**config.mk**
```make
export PLATFORM = sky130hd
export DESIGN_NAME = dcache_axi_bridge_flat
export DESIGN_NICKNAME = d
export VERILOG_FILES = /design/src/rtl/dcache_axi_bridge_if.sv /design/src/rtl/dcache_axi_bridge.sv /design/src/flat_wrapper.sv
export SDC_FILE = /design/constraint.sdc
export NUM_CORES = 1
export LEC_CHECK = 0
export ABC_AREA = 0
export CAP_MARGIN = 0
export CORE_MARGIN = 4
export CORE_UTILIZATION = 35
export DETAILED_ROUTE_END_ITERATION = 10
export PLACE_DENSITY = 0.81
export SYNTH_ARGS = -nofsm -noshare
export SYNTH_HDL_FRONTEND = slang
export SYNTH_SLANG_ARGS = --single-unit
```
**constraint.sdc**
```tcl
create_clock -name clk -period 1.7 [get_ports clk]
set_input_delay 0.17 -clock clk [delete_from_list [all_inputs] [get_ports clk]]
set_output_delay 0.17 -clock clk [all_outputs]
set_load 0.01 [all_outputs]
```
**src/rtl/dcache_axi_bridge_if.sv**
```systemverilog
// AXI3 single-beat master bundle used between the dcache bridge and the SoC fabric.
interface dcache_axi_bridge_if #(
  parameter int ID_WIDTH = 4
);
  logic [ID_WIDTH-1:0] arid;
  logic [31:0]         araddr;
  logic [3:0]          arlen;
  logic [2:0]          arsize;
  logic [1:0]          arburst;
  logic [1:0]          arlock;
  logic [3:0]          arcache;
  logic [2:0]          arprot;
  logic                arvalid;
  logic                arready;

  logic [ID_WIDTH-1:0] rid;
  logic [31:0]         rdata_axi;
  logic [1:0]          rresp;
  logic                rlast;
  logic                rvalid;
  logic                rready;

  logic [ID_WIDTH-1:0] awid;
  logic [31:0]         awaddr;
  logic [3:0]          awlen;
  logic [2:0]          awsize;
  logic [1:0]          awburst;
  logic [1:0]          awlock;
  logic [3:0]          awcache;
  logic [2:0]          awprot;
  logic                awvalid;
  logic                awready;

  logic [ID_WIDTH-1:0] wid;
  logic [31:0]         wdata_axi;
  logic [3:0]          wstrb;
  logic                wlast;
  logic                wvalid;
  logic                wready;

  logic [ID_WIDTH-1:0] bid;
  logic [1:0]          bresp;
  logic                bvalid;
  logic                bready;

  modport master (
    output arid, araddr, arlen, arsize, arburst, arlock, arcache, arprot, arvalid,
    input  arready,
    input  rid, rdata_axi, rresp, rlast, rvalid,
    output rready,
    output awid, awaddr, awlen, awsize, awburst, awlock, awcache, awprot, awvalid,
    input  awready,
    output wid, wdata_axi, wstrb, wlast, wvalid,
    input  wready,
    input  bid, bresp, bvalid,
    output bready
  );

  modport slave (
    input  arid, araddr, arlen, arsize, arburst, arlock, arcache, arprot, arvalid,
    output arready,
    output rid, rdata_axi, rresp, rlast, rvalid,
    input  rready,
    input  awid, awaddr, awlen, awsize, awburst, awlock, awcache, awprot, awvalid,
    output awready,
    input  wid, wdata_axi, wstrb, wlast, wvalid,
    output wready,
    output bid, bresp, bvalid,
    input  bready
  );
endinterface

```
**src/rtl/dcache_axi_bridge.sv**
```systemverilog
// Single-outstanding bridge: one sram-like request becomes one single-beat AXI3 read or write.
//   state | meaning
//   IDLE  | addr_ok follows req; request latched on acceptance
//   RD_A  | arvalid held until arready
//   RD_D  | rready held until rvalid; capture read data
//   WR_AW | awvalid/wvalid raised together, each drops on its own handshake
//   WR_B  | bready held until bvalid
module dcache_axi_bridge #(
  parameter int                  ID_WIDTH = 4,
  parameter logic [ID_WIDTH-1:0] RD_ID    = '0,
  parameter logic [ID_WIDTH-1:0] WR_ID    = ID_WIDTH'(1)
) (
  input  logic        clk,
  input  logic        rst,
  input  logic        req_i,
  input  logic        wr_i,
  input  logic [1:0]  size_i,
  input  logic [31:0] addr_i,
  input  logic [31:0] wdata_i,
  output logic [31:0] rdata_o,
  output logic        addr_ok_o,
  output logic        data_ok_o,
  dcache_axi_bridge_if.master axi
);

  typedef enum logic [2:0] {IDLE, RD_A, RD_D, WR_AW, WR_B} state_e;

  state_e      state_q, state_d;
  logic        wr_q;
  logic [1:0]  size_q;
  logic [31:0] addr_q, wdata_q, rdata_q;
  logic        data_ok_q, data_ok_d;
  logic        aw_done_q, aw_done_d;
  logic        w_done_q, w_done_d;
  logic        accept, rdata_we;
  logic        aw_fire, w_fire;
  logic [3:0]  wstrb;

  assign accept  = (state_q == IDLE) && req_i && !rst;
  assign aw_fire = axi.awvalid && axi.awready;
  assign w_fire  = axi.wvalid && axi.wready;

  always_ff @(posedge clk) begin
    if (rst) begin
      state_q   <= IDLE;
      wr_q      <= 1'b0;
      size_q    <= 2'd0;
      addr_q    <= 32'd0;
      wdata_q   <= 32'd0;
      rdata_q   <= 32'd0;
      data_ok_q <= 1'b0;
      aw_done_q <= 1'b0;
      w_done_q  <= 1'b0;
    end else begin
      state_q   <= state_d;
      data_ok_q <= data_ok_d;
      aw_done_q <= aw_done_d;
      w_done_q  <= w_done_d;
      if (accept) begin
        wr_q    <= wr_i;
        size_q  <= size_i;
        addr_q  <= addr_i;
        wdata_q <= wdata_i;
      end
      if (rdata_we) rdata_q <= axi.rdata_axi;
    end
  end

  always_comb begin
    state_d   = state_q;
    data_ok_d = 1'b0;
    aw_done_d = aw_done_q;
    w_done_d  = w_done_q;
    rdata_we  = 1'b0;
    case (state_q)
      IDLE:  if (accept) state_d = wr_i ? WR_AW : RD_A;
      RD_A:  if (axi.arready) state_d = RD_D;
      RD_D: begin
        if (axi.rvalid) begin
          rdata_we  = 1'b1;
          data_ok_d = 1'b1;
          state_d   = IDLE;
        end
      end
      WR_AW: begin
        if (aw_fire) aw_done_d = 1'b1;
        if (w_fire)  w_done_d  = 1'b1;
        // Both channels may complete in the same cycle or in either order.
        if ((aw_done_q || aw_fire) && (w_done_q || w_fire)) begin
          aw_done_d = 1'b0;
          w_done_d  = 1'b0;
          state_d   = WR_B;
        end
      end
      WR_B: begin
        if (axi.bvalid) begin
          data_ok_d = 1'b1;
          state_d   = IDLE;
        end
      end
      default: state_d = IDLE;
    endcase
  end

  always_comb begin
    case (size_q)
      2'd0:    wstrb = 4'b0001 << addr_q[1:0];
      2'd1:    wstrb = addr_q[1] ? 4'b1100 : 4'b0011;
      default: wstrb = 4'b1111;
    endcase
  end

  assign addr_ok_o = accept;
  assign data_ok_o = data_ok_q;
  assign rdata_o   = rdata_q;

  assign axi.arid    = RD_ID;
  assign axi.araddr  = addr_q;
  assign axi.arlen   = 4'd0;
  assign axi.arsize  = {1'b0, size_q};
  assign axi.arburst = 2'b01;
  assign axi.arlock  = 2'd0;
  assign axi.arcache = 4'd0;
  assign axi.arprot  = 3'd0;
  assign axi.arvalid = (state_q == RD_A);
  assign axi.rready  = (state_q == RD_D);

  assign axi.awid      = WR_ID;
  assign axi.awaddr    = addr_q;
  assign axi.awlen     = 4'd0;
  assign axi.awsize    = {1'b0, size_q};
  assign axi.awburst   = 2'b01;
  assign axi.awlock    = 2'd0;
  assign axi.awcache   = 4'd0;
  assign axi.awprot    = 3'd0;
  assign axi.awvalid   = (state_q == WR_AW) && !aw_done_q;
  assign axi.wid       = WR_ID;
  assign axi.wdata_axi = wdata_q;
  assign axi.wstrb     = wstrb;
  assign axi.wlast     = 1'b1;
  assign axi.wvalid    = (state_q == WR_AW) && !w_done_q;
  assign axi.bready    = (state_q == WR_B);

  // Response ids/codes are deliberately ignored; error responses complete normally.
  logic unused_resp;
  assign unused_resp = ^{axi.rid, axi.rresp, axi.rlast, axi.bid, axi.bresp, wr_q};

endmodule

```
**src/flat_wrapper.sv**
```systemverilog
// flat-port wrapper written by rule: the top's interface ports become plain ports
module dcache_axi_bridge_flat 
#(
  parameter int                  ID_WIDTH = 4,
  parameter logic [ID_WIDTH-1:0] RD_ID    = '0,
  parameter logic [ID_WIDTH-1:0] WR_ID    = ID_WIDTH'(1)
)
  (clk, rst, req_i, wr_i, size_i, addr_i, wdata_i, rdata_o, addr_ok_o, data_ok_o, axi_arid, axi_araddr, axi_arlen, axi_arsize, axi_arburst, axi_arlock, axi_arcache, axi_arprot, axi_arvalid, axi_arready, axi_rid, axi_rdata_axi, axi_rresp, axi_rlast, axi_rvalid, axi_rready, axi_awid, axi_awaddr, axi_awlen, axi_awsize, axi_awburst, axi_awlock, axi_awcache, axi_awprot, axi_awvalid, axi_awready, axi_wid, axi_wdata_axi, axi_wstrb, axi_wlast, axi_wvalid, axi_wready, axi_bid, axi_bresp, axi_bvalid, axi_bready);
  dcache_axi_bridge_if #(.ID_WIDTH(ID_WIDTH)) axi_i ();
  input  logic clk;
  input  logic rst;
  input  logic req_i;
  input  logic wr_i;
  input  logic [1:0] size_i;
  input  logic [31:0] addr_i;
  input  logic [31:0] wdata_i;
  output logic [31:0] rdata_o;
  output logic addr_ok_o;
  output logic data_ok_o;
  output wire logic [$bits(axi_i.arid)-1:0] axi_arid;
  output wire logic [$bits(axi_i.araddr)-1:0] axi_araddr;
  output wire logic [$bits(axi_i.arlen)-1:0] axi_arlen;
  output wire logic [$bits(axi_i.arsize)-1:0] axi_arsize;
  output wire logic [$bits(axi_i.arburst)-1:0] axi_arburst;
  output wire logic [$bits(axi_i.arlock)-1:0] axi_arlock;
  output wire logic [$bits(axi_i.arcache)-1:0] axi_arcache;
  output wire logic [$bits(axi_i.arprot)-1:0] axi_arprot;
  output wire logic [$bits(axi_i.arvalid)-1:0] axi_arvalid;
  input wire logic [$bits(axi_i.arready)-1:0] axi_arready;
  input wire logic [$bits(axi_i.rid)-1:0] axi_rid;
  input wire logic [$bits(axi_i.rdata_axi)-1:0] axi_rdata_axi;
  input wire logic [$bits(axi_i.rresp)-1:0] axi_rresp;
  input wire logic [$bits(axi_i.rlast)-1:0] axi_rlast;
  input wire logic [$bits(axi_i.rvalid)-1:0] axi_rvalid;
  output wire logic [$bits(axi_i.rready)-1:0] axi_rready;
  output wire logic [$bits(axi_i.awid)-1:0] axi_awid;
  output wire logic [$bits(axi_i.awaddr)-1:0] axi_awaddr;
  output wire logic [$bits(axi_i.awlen)-1:0] axi_awlen;
  output wire logic [$bits(axi_i.awsize)-1:0] axi_awsize;
  output wire logic [$bits(axi_i.awburst)-1:0] axi_awburst;
  output wire logic [$bits(axi_i.awlock)-1:0] axi_awlock;
  output wire logic [$bits(axi_i.awcache)-1:0] axi_awcache;
  output wire logic [$bits(axi_i.awprot)-1:0] axi_awprot;
  output wire logic [$bits(axi_i.awvalid)-1:0] axi_awvalid;
  input wire logic [$bits(axi_i.awready)-1:0] axi_awready;
  output wire logic [$bits(axi_i.wid)-1:0] axi_wid;
  output wire logic [$bits(axi_i.wdata_axi)-1:0] axi_wdata_axi;
  output wire logic [$bits(axi_i.wstrb)-1:0] axi_wstrb;
  output wire logic [$bits(axi_i.wlast)-1:0] axi_wlast;
  output wire logic [$bits(axi_i.wvalid)-1:0] axi_wvalid;
  input wire logic [$bits(axi_i.wready)-1:0] axi_wready;
  input wire logic [$bits(axi_i.bid)-1:0] axi_bid;
  input wire logic [$bits(axi_i.bresp)-1:0] axi_bresp;
  input wire logic [$bits(axi_i.bvalid)-1:0] axi_bvalid;
  output wire logic [$bits(axi_i.bready)-1:0] axi_bready;
  assign axi_arid = axi_i.arid;
  assign axi_araddr = axi_i.araddr;
  assign axi_arlen = axi_i.arlen;
  assign axi_arsize = axi_i.arsize;
  assign axi_arburst = axi_i.arburst;
  assign axi_arlock = axi_i.arlock;
  assign axi_arcache = axi_i.arcache;
  assign axi_arprot = axi_i.arprot;
  assign axi_arvalid = axi_i.arvalid;
  assign axi_i.arready = axi_arready;
  assign axi_i.rid = axi_rid;
  assign axi_i.rdata_axi = axi_rdata_axi;
  assign axi_i.rresp = axi_rresp;
  assign axi_i.rlast = axi_rlast;
  assign axi_i.rvalid = axi_rvalid;
  assign axi_rready = axi_i.rready;
  assign axi_awid = axi_i.awid;
  assign axi_awaddr = axi_i.awaddr;
  assign axi_awlen = axi_i.awlen;
  assign axi_awsize = axi_i.awsize;
  assign axi_awburst = axi_i.awburst;
  assign axi_awlock = axi_i.awlock;
  assign axi_awcache = axi_i.awcache;
  assign axi_awprot = axi_i.awprot;
  assign axi_awvalid = axi_i.awvalid;
  assign axi_i.awready = axi_awready;
  assign axi_wid = axi_i.wid;
  assign axi_wdata_axi = axi_i.wdata_axi;
  assign axi_wstrb = axi_i.wstrb;
  assign axi_wlast = axi_i.wlast;
  assign axi_wvalid = axi_i.wvalid;
  assign axi_i.wready = axi_wready;
  assign axi_i.bid = axi_bid;
  assign axi_i.bresp = axi_bresp;
  assign axi_i.bvalid = axi_bvalid;
  assign axi_bready = axi_i.bready;
  dcache_axi_bridge #(.ID_WIDTH(ID_WIDTH), .RD_ID(RD_ID), .WR_ID(WR_ID)) u_core (.clk(clk), .rst(rst), .req_i(req_i), .wr_i(wr_i), .size_i(size_i), .addr_i(addr_i), .wdata_i(wdata_i), .rdata_o(rdata_o), .addr_ok_o(addr_ok_o), .data_ok_o(data_ok_o), .axi(axi_i));
endmodule
```
# --- Word level (Yosys, flattened, before mapping) ---
# Index checks and enable logic that the tools add are counted.
word_totals:
  word_cells: 55
  out_inout_bits: 188
  ff_bits: 104
classes:
  reduce_logical: 19
  mux: 17
  n_eq_ne: 10
  shifts: 1
op_table:
  columns: ["operator", "n"]
  rows:
  - ["3-bit two-way mux", 5]
  - ["3-bit one-hot mux with 5 select lines", 1]
  - ["4-bit one-hot mux with 2 select lines", 1]
  - ["1-bit logical AND", 7]
  - ["1-bit two-way mux", 7]
  - ["3-bit by 2-bit equality test with 1-bit output (second input constant)", 2]
  - ["2-bit inequality test (second input constant)", 3]
  - ["5-bit AND reduction", 1]
  - ["4-bit two-way mux", 1]
  - ["2-bit by 1-bit inequality test with 1-bit output (second input constant)", 2]
  - ["2-bit AND reduction", 2]
  - ["2-bit nonzero test", 2]
  - ["1-bit by 2-bit << shifter with 4-bit output (first input constant)", 1]
  - ["3-bit by 1-bit equality test with 1-bit output (second input constant)", 1]
  - ["3-bit equality test (second input constant)", 1]
  - ["1-bit zero test", 3]
  - ["3-bit zero test", 1]
  - ["2-bit by 1-bit equality test with 1-bit output (second input constant)", 1]
  - ["2-bit zero test", 1]
  - ["1-bit logical OR", 2]
  - ["2-bit two-way mux", 1]
  - ["1-bit one-hot mux with 2 select lines", 1]

# --- Logic depth before layout (Yosys ltp) ---
# Gate-level depths: netlist (run 1).
logic_depth:
  depth_word: 7
  mapped_depth: 6
  depth_no_buf: 3

# --- Worst setup path before layout (run 1) ---
# Ideal clock, no wire load.
synth_path:
  kind: "register -> output"
  start: "reg u_core.state_q[2]"
  end: "out addr_ok_o"
  path_stages_with_launch: 5
  arrival_time_ns: 1.296
  t_required_ns: 1.530
  setup_slack_ns: 0.234
  cell_sequence: "dfxtp_1 or4b_1 buf_2 clkbuf_1 nor2_1"
synth_between:
  elab_chain_len: 3
synth_rtl:
  columns: ["item", "line_no", "rtl"]
  rows:
  - ["start: declaration", "dcache_axi_bridge.sv:28", "state_e state_q, state_d;"]
  - ["start signal: assignment", "dcache_axi_bridge.sv:55", "state_q <= state_d;"]
  - ["3-bit zero test", "dcache_axi_bridge.sv:39", "assign accept = (state_q == IDLE) && req_i && !rst;"]
  - ["1-bit logical AND (2 in series)", "dcache_axi_bridge.sv:39", null]
  - ["end: declaration", "flat_wrapper.sv:18", "output logic addr_ok_o;"]
# Every way passes these cells.

# --- Worst setup path after layout (run 1) ---
layout_path:
  start: "reg u_core.state_q[2]"
  end: "out axi_wvalid"
layout_between:
  elab_chain_len: 2
layout_rtl:
  columns: ["item", "line_no", "rtl"]
  rows:
  - ["3-bit by 2-bit equality test with 1-bit output", "dcache_axi_bridge.sv:141", "assign axi.wvalid = (state_q == WR_AW) && !w_done_q;"]
  - ["1-bit logical AND", "dcache_axi_bridge.sv:141", null]
  - ["end: declaration", "flat_wrapper.sv:50", "output wire logic [$bits(axi_i.wvalid)-1:0] axi_wvalid;"]
# Every way passes these cells.

==> results of run 1 <==
## power groups by stage
stage	combinational (mW)	clock [mW]	sequential (mW)
after floorplan	0.718	0	2.83
after global placement	1.46	0	2.76
after detailed placement	1.48	0	2.77
after CTS	1.47	2.00	2.71
after global routing	1.58	2.11	2.74
final	1.46	1.93	2.71
## Yosys cell counts (all sizes together)
cell     instances
o21ai            1
and3b            1
a21o             2
nor4b            1
inv              2
or4b             2
a211o            1
buf            100
nand2          197
clkbuf          17
nor4bb           1
nor2            11
o21bai           2
o311ai           1
nor3b            3
nand4bb          1
nand2b           2
or3              2
a21oi          103
conb             2
nor3             2
a31oi            1
nand3b           1
dfxtp          104
## registers in the layout, summed over array words and instances (netlist names)
name / flops
u_core.state_q: 3
u_core.axi.wdata_axi: 32
u_core.aw_done_q: 1
u_core.size_q: 2
u_core.w_done_q: 1
u_core.rdata_o: 32
u_core.axi.araddr: 32
u_core.data_ok_o: 1
## cell type report
| type | count | share of cell area |
|---|---|---|
| repair buffers | 261 | 0.3788 |
| flip-flops and latches | 104 | 0.3033 |
| multi-input cells | 380 | 0.2463 |
| clock buffers | 13 | 0.03784 |
| well taps | 168 | 0.03056 |
| clock inverters | 2 | 0.002183 |
| inverters | 2 | 0.001092 |
## per-stage QoR
step	utilization	hold WS, ns	area (sq um)	std cells
floorplan	-	0.3060	4546	603
global placement	0.5406	0.4091	6575	914
detailed placement	0.5406	0.4004	6575	914
CTS	0.5640	0.03522	6859	930
global route	0.5655	0.04464	6878	930
finish	0.5655	0.05475	6878	930
## final timing paths
kind,from,endpoint,slack [ns],cells past startpoint
max,u_core.state_q[2],axi_wvalid,0.1,4
min,rst,u_core.axi.wdata_axi[11],0.05,2
max reg2reg,u_core.state_q[2],u_core.size_q[1],0.16,4
min reg2reg,u_core.axi.wdata_axi[26],u_core.axi.wdata_axi[26],0.45,2
## routing by layer
layer,track usage,routed length (microns),vias up
met1,0.1777,4750,1863
met5,0,0,-
met2,0.2943,6506,180
met4,0.05583,187,0
li1,-,-,2051
met3,0.06126,1205,16
## logic make-up after synthesis
kind of cell           share of synthesized area
AND/OR/NAND/NOR                           0.2098
buffers and inverters                     0.1826
AO/OA/AOI/OAI                             0.1310
flip-flops                                0.4749
other                                   0.001713
## what timing repair did
action	CTS	global route
endpoints found under the setup margin	76	72
setup buffers	1	0
pin swaps	0	0
resized for setup	12	10
==> reports/results.tsv, run 1 <==
metric	value	unit
synth_area_leaders	dfxtp_1 47%, nand2_1 17%, buf_4 14%, a21oi_1 12%, buf_2 1.5%	
peakVddDrop	0.0004715	V
critPathTopFamily	buffers and inverters	
synth_top_area_frac	0.4749	
crit_chain	buf_4, nand3b_1, nor2_1, dlygate4sd2_1	
synthDistinctLibCells	27	
status	completed	
cap_violations	0	
grt_overflow_total	0	
hold_viol_final	0	
clockRootBuffer	clkbuf_16	
final_common_cell	clkdlybuf4s50_1	
crit_required	1.53	ns
grt_start_max_net_pins	70	
postCtsHoldBufs	0	
clockBufferDepth	2	
hold_class	primary input to register	
fmax	624.7	MHz
hpwl	9.445	mm
p_sw	1.635	mW
tightest_slew	0.7477	ns
drive_gt1_frac	0.04856	
n_antenna_cell	0	
antenna_found_initial	0	
clock_sinks	104	
wl	12.65	mm
ff_latch_area	2086	sq um
rows	40	
p_total	6.099	mW
rsz0062_at_grt	true	
critical_path.max_fanout	10	
areaGrowthSynthToFinish	56.88	%
die_h	119.9	microns
seq_power_share	0.445	
p_int	4.464	mW
syn-cell-area	4384	sq um
p_sw_frac	0.2681	
fill_cells	1136	
clk_latency	0.34	ns
crit_type	register to primary output	
cts_buffers	9	
cellLeakagePower	2.600	nW
finClkSkew	0.005512	ns
period_share	0.9417	
setup_viol	0	
cp.buffers_inverters	2	
io_buffers	249	
max_stage_delay	0.32	ns
netlist_instances	560	
grt_pass1_vias	3786	
vias	4110	
start_util	0.3605	
grt_usage	0.1644	
clkPwrFrac	0.317	
crit_arrival	1.43	ns
p_per_area	886.7	nW/um^2
final.min_clock_period	1.601	ns
cp_slowest_cell	dfxtp_1	
vias_per_cell	4.419	
die_area	14380	sq um
drt_iter0_drc	185	
yosys_register_bits	104	
maxSlewHeadroom	0.5015	
worst_setup_path_start_kind	register	
multi_input_area	1694	sq um
detail-route-antenna-nets	0	
drt-pass1-iter-count	4	
htree_num_levels	3	
pre_cts_ws	-0.4006	ns
clk_pin_slew	0.06	ns
endpoint_kind	primary output	
yosysSeqAreaShare	0.4749	
synth_top_area_cell	dfxtp_1	
fin_setup_tns	0	ns
layout_common_cells	238 x clkdlybuf4s50_1, 197 x nand2_1, 103 x a21oi_1	
grt_pass1_wl	19.25	mm
place_congestion	0.7424	
coreArea	12160	sq um
layout.nets	878	
avgRoutedWirePerCell	13.60	microns
maxSlewViolCount	0	
io_pins	308	
die_w	119.9	microns
syn_area_per_cell	7.829	sq um
cts_tree	done	
combPwrFrac	0.239	
drcViolationCount	0	
yosys_warnings	0	
setup_slack	0.09914	ns
Power figures use the tool's default switching activity.
==> run 2: changes to the inputs <==
--- a/config.mk
+++ b/config.mk
@@ -10,7 +10,9 @@
 export CORE_MARGIN = 4
 export CORE_UTILIZATION = 35
 export DETAILED_ROUTE_END_ITERATION = 10
+export GPL_ROUTABILITY_DRIVEN = 0
 export PLACE_DENSITY = 0.81
+export SKIP_CTS_REPAIR_TIMING = 1
 export SYNTH_ARGS = -nofsm -noshare
 export SYNTH_HDL_FRONTEND = slang
 export SYNTH_SLANG_ARGS = --single-unit
==> reports/results.tsv, run 2 (same netlist as run 1, synthesis figures left out) <==
metric	value	unit
hold_viol_final	0	
cp-startpoint	u_core.state_q[2]	
areaGrowthSynthToFinish	57.16	%
max_stage_delay	0.69	ns
clock_sinks	104	
die_w	119.9	microns
cts_tree	done	
peakVddDrop	0.0004724	V
combPwrFrac	0.239	
final_common_cell	clkdlybuf4s50_1	
vias	4099	
endpoint_kind	register	
fill_cells	1130	
period_share	1.060	
critical_path.max_fanout	67	
grt_overflow_total	0	
detail-route-antenna-nets	0	
io_buffers	249	
layout.nets	879	
n_antenna_cell	0	
drcViolationCount	0	
hold_start	rst	
reg2reg_slack	-0.10	ns
grt_start_max_net_pins	70	
wl	12.73	mm
failed_checks	negative setup slack	
start_util	0.3605	
gr-usage-met1	0.1774	
p_per_area	885.5	nW/um^2
io_pins	308	
setup_viol	64	
die_h	119.9	microns
cap_violations	0	
die_area	14380	sq um
avgRoutedWirePerCell	13.67	microns
whs	0.05288	ns
crit_chain	or4b_2, buf_4, nand2_1, a21oi_1	
grt_usage	0.1639	
use_met2	0.2926	
cp_slowest_cell	or4b_2	
maxSlewHeadroom	0.4999	
htree_num_levels	3	
crit_type	register to register	
p_sw_frac	0.2680	
grt-busiest-layer	met2	
hold_class	primary input to register	
cts_buffers	9	
worst_setup_path_start_kind	register	
clkPwrFrac	0.317	
setup_slack	-0.1021	ns
clockRootBuffer	clkbuf_16	
rows	40	
maxSlewViolCount	0	
hpwl	9.445	mm
grt_pass1_wl	19.18	mm
final.min_clock_period	1.802	ns
drive_gt1_frac	0.05111	
grt_pass1_vias	3771	
antenna_found_initial	0	
coreArea	12160	sq um
finClkSkew	0.006118	ns
crit_arrival	1.98	ns
p_int	4.466	mW
use_met3	0.06126	
seq_power_share	0.444	
fmax	554.9	MHz
cellLeakagePower	2.663	nW
layout_common_cells	238 x clkdlybuf4s50_1, 197 x nand2_1, 103 x a21oi_1	
crit_required	1.88	ns
fin_setup_tns	-3.814	ns
rsz0062_at_grt	true	
reg2reg_from	u_core.state_q[2]	
clk_latency	0.34	ns
drt-pass1-iter-count	6	
clockBufferDepth	2	
tightest_slew	0.7501	ns
status	finished with violations	
clk_pin_slew	0.06	ns
drt_iter0_drc	184	
vias_per_cell	4.403	
p_sw	1.636	mW
## run 2: changes by cell type in the layout (fill, tap and decap cells not counted), sizes merged
cell	change
clkdlybuf4s15	-1
dlymetal6s2s	+5
clkbuf	+2
dlygate4sd2	-5
## run 2: final timing paths
path / endpoint / depth (start not counted)
worst max-delay path: u_core.size_q[1] / 4
worst min-delay path: u_core.axi.wdata_axi[11] / 2
worst max register to register: u_core.size_q[1] / 4
worst min register to register: u_core.axi.wdata_axi[26] / 2
## run 2: worst max-delay path, delay by kind of cell, from the launching register on
kind	cells	cell delay, ns
AOI/OAI and AO/OA	1	0.08
buffers and inverters	1	0.35
DFF	1	0.32
and+or+nand+nor	2	0.85
## run 2: cell type report
cell class              instances  area, sq um  share of cell area
repair buffers                262         2623              0.3806
flip-flops and latches        104         2087              0.3029
multi-input cells             380         1688              0.2450
clock buffers                  13        260.3             0.03777
well taps                     168        210.2             0.03051
clock inverters                 2        15.01            0.002179
inverters                       2        7.507            0.001090
## run 2: through the flow
stage | std cells | cell area (sq um) | worst slack, ns | util | power, mW
2_1_floorplan | 603 | 4546 | 0.2344 | - | 3.553
3_3_place_gp | 914 | 6575 | -0.3924 | 0.5406 | 4.215
3_5_place_dp | 914 | 6575 | -0.4006 | 0.5406 | 4.244
4_1_cts | 929 | 6850 | -0.4870 | 0.5633 | 6.193
5_1_grt | 931 | 6890 | -0.1714 | 0.5666 | 6.423
6_report | 931 | 6890 | -0.1021 | 0.5666 | 6.102
## run 2: power groups by stage
stage	combinational [mW]	clock [mW]	sequential (mW)
floorplan	0.718	0	2.83
global route	1.57	2.11	2.74
CTS	1.48	2.00	2.71
global placement	1.46	0	2.76
detailed placement	1.48	0	2.77
finish	1.46	1.93	2.71
## run 2: per-layer routing
metal  part of all wire  wire length [microns]  vias up
met5                  0                      0        -
met4              0.015                    187        0
met3              0.097                   1230       16
met2               0.52                   6562      178
met1               0.37                   4746     1854
li1                   -                      -     2051
==> run 3: changes to the inputs <==
--- a/config.mk
+++ b/config.mk
@@ -9,6 +9,7 @@
 export CAP_MARGIN = 0
 export CORE_MARGIN = 4
 export CORE_UTILIZATION = 35
+export CTS_CLUSTER_DIAMETER = 200
 export DETAILED_ROUTE_END_ITERATION = 10
 export GPL_ROUTABILITY_DRIVEN = 0
 export PLACE_DENSITY = 0.81
==> results of run 3 <==
No change in the layout: final DEF, timing and power equal those of run 2.
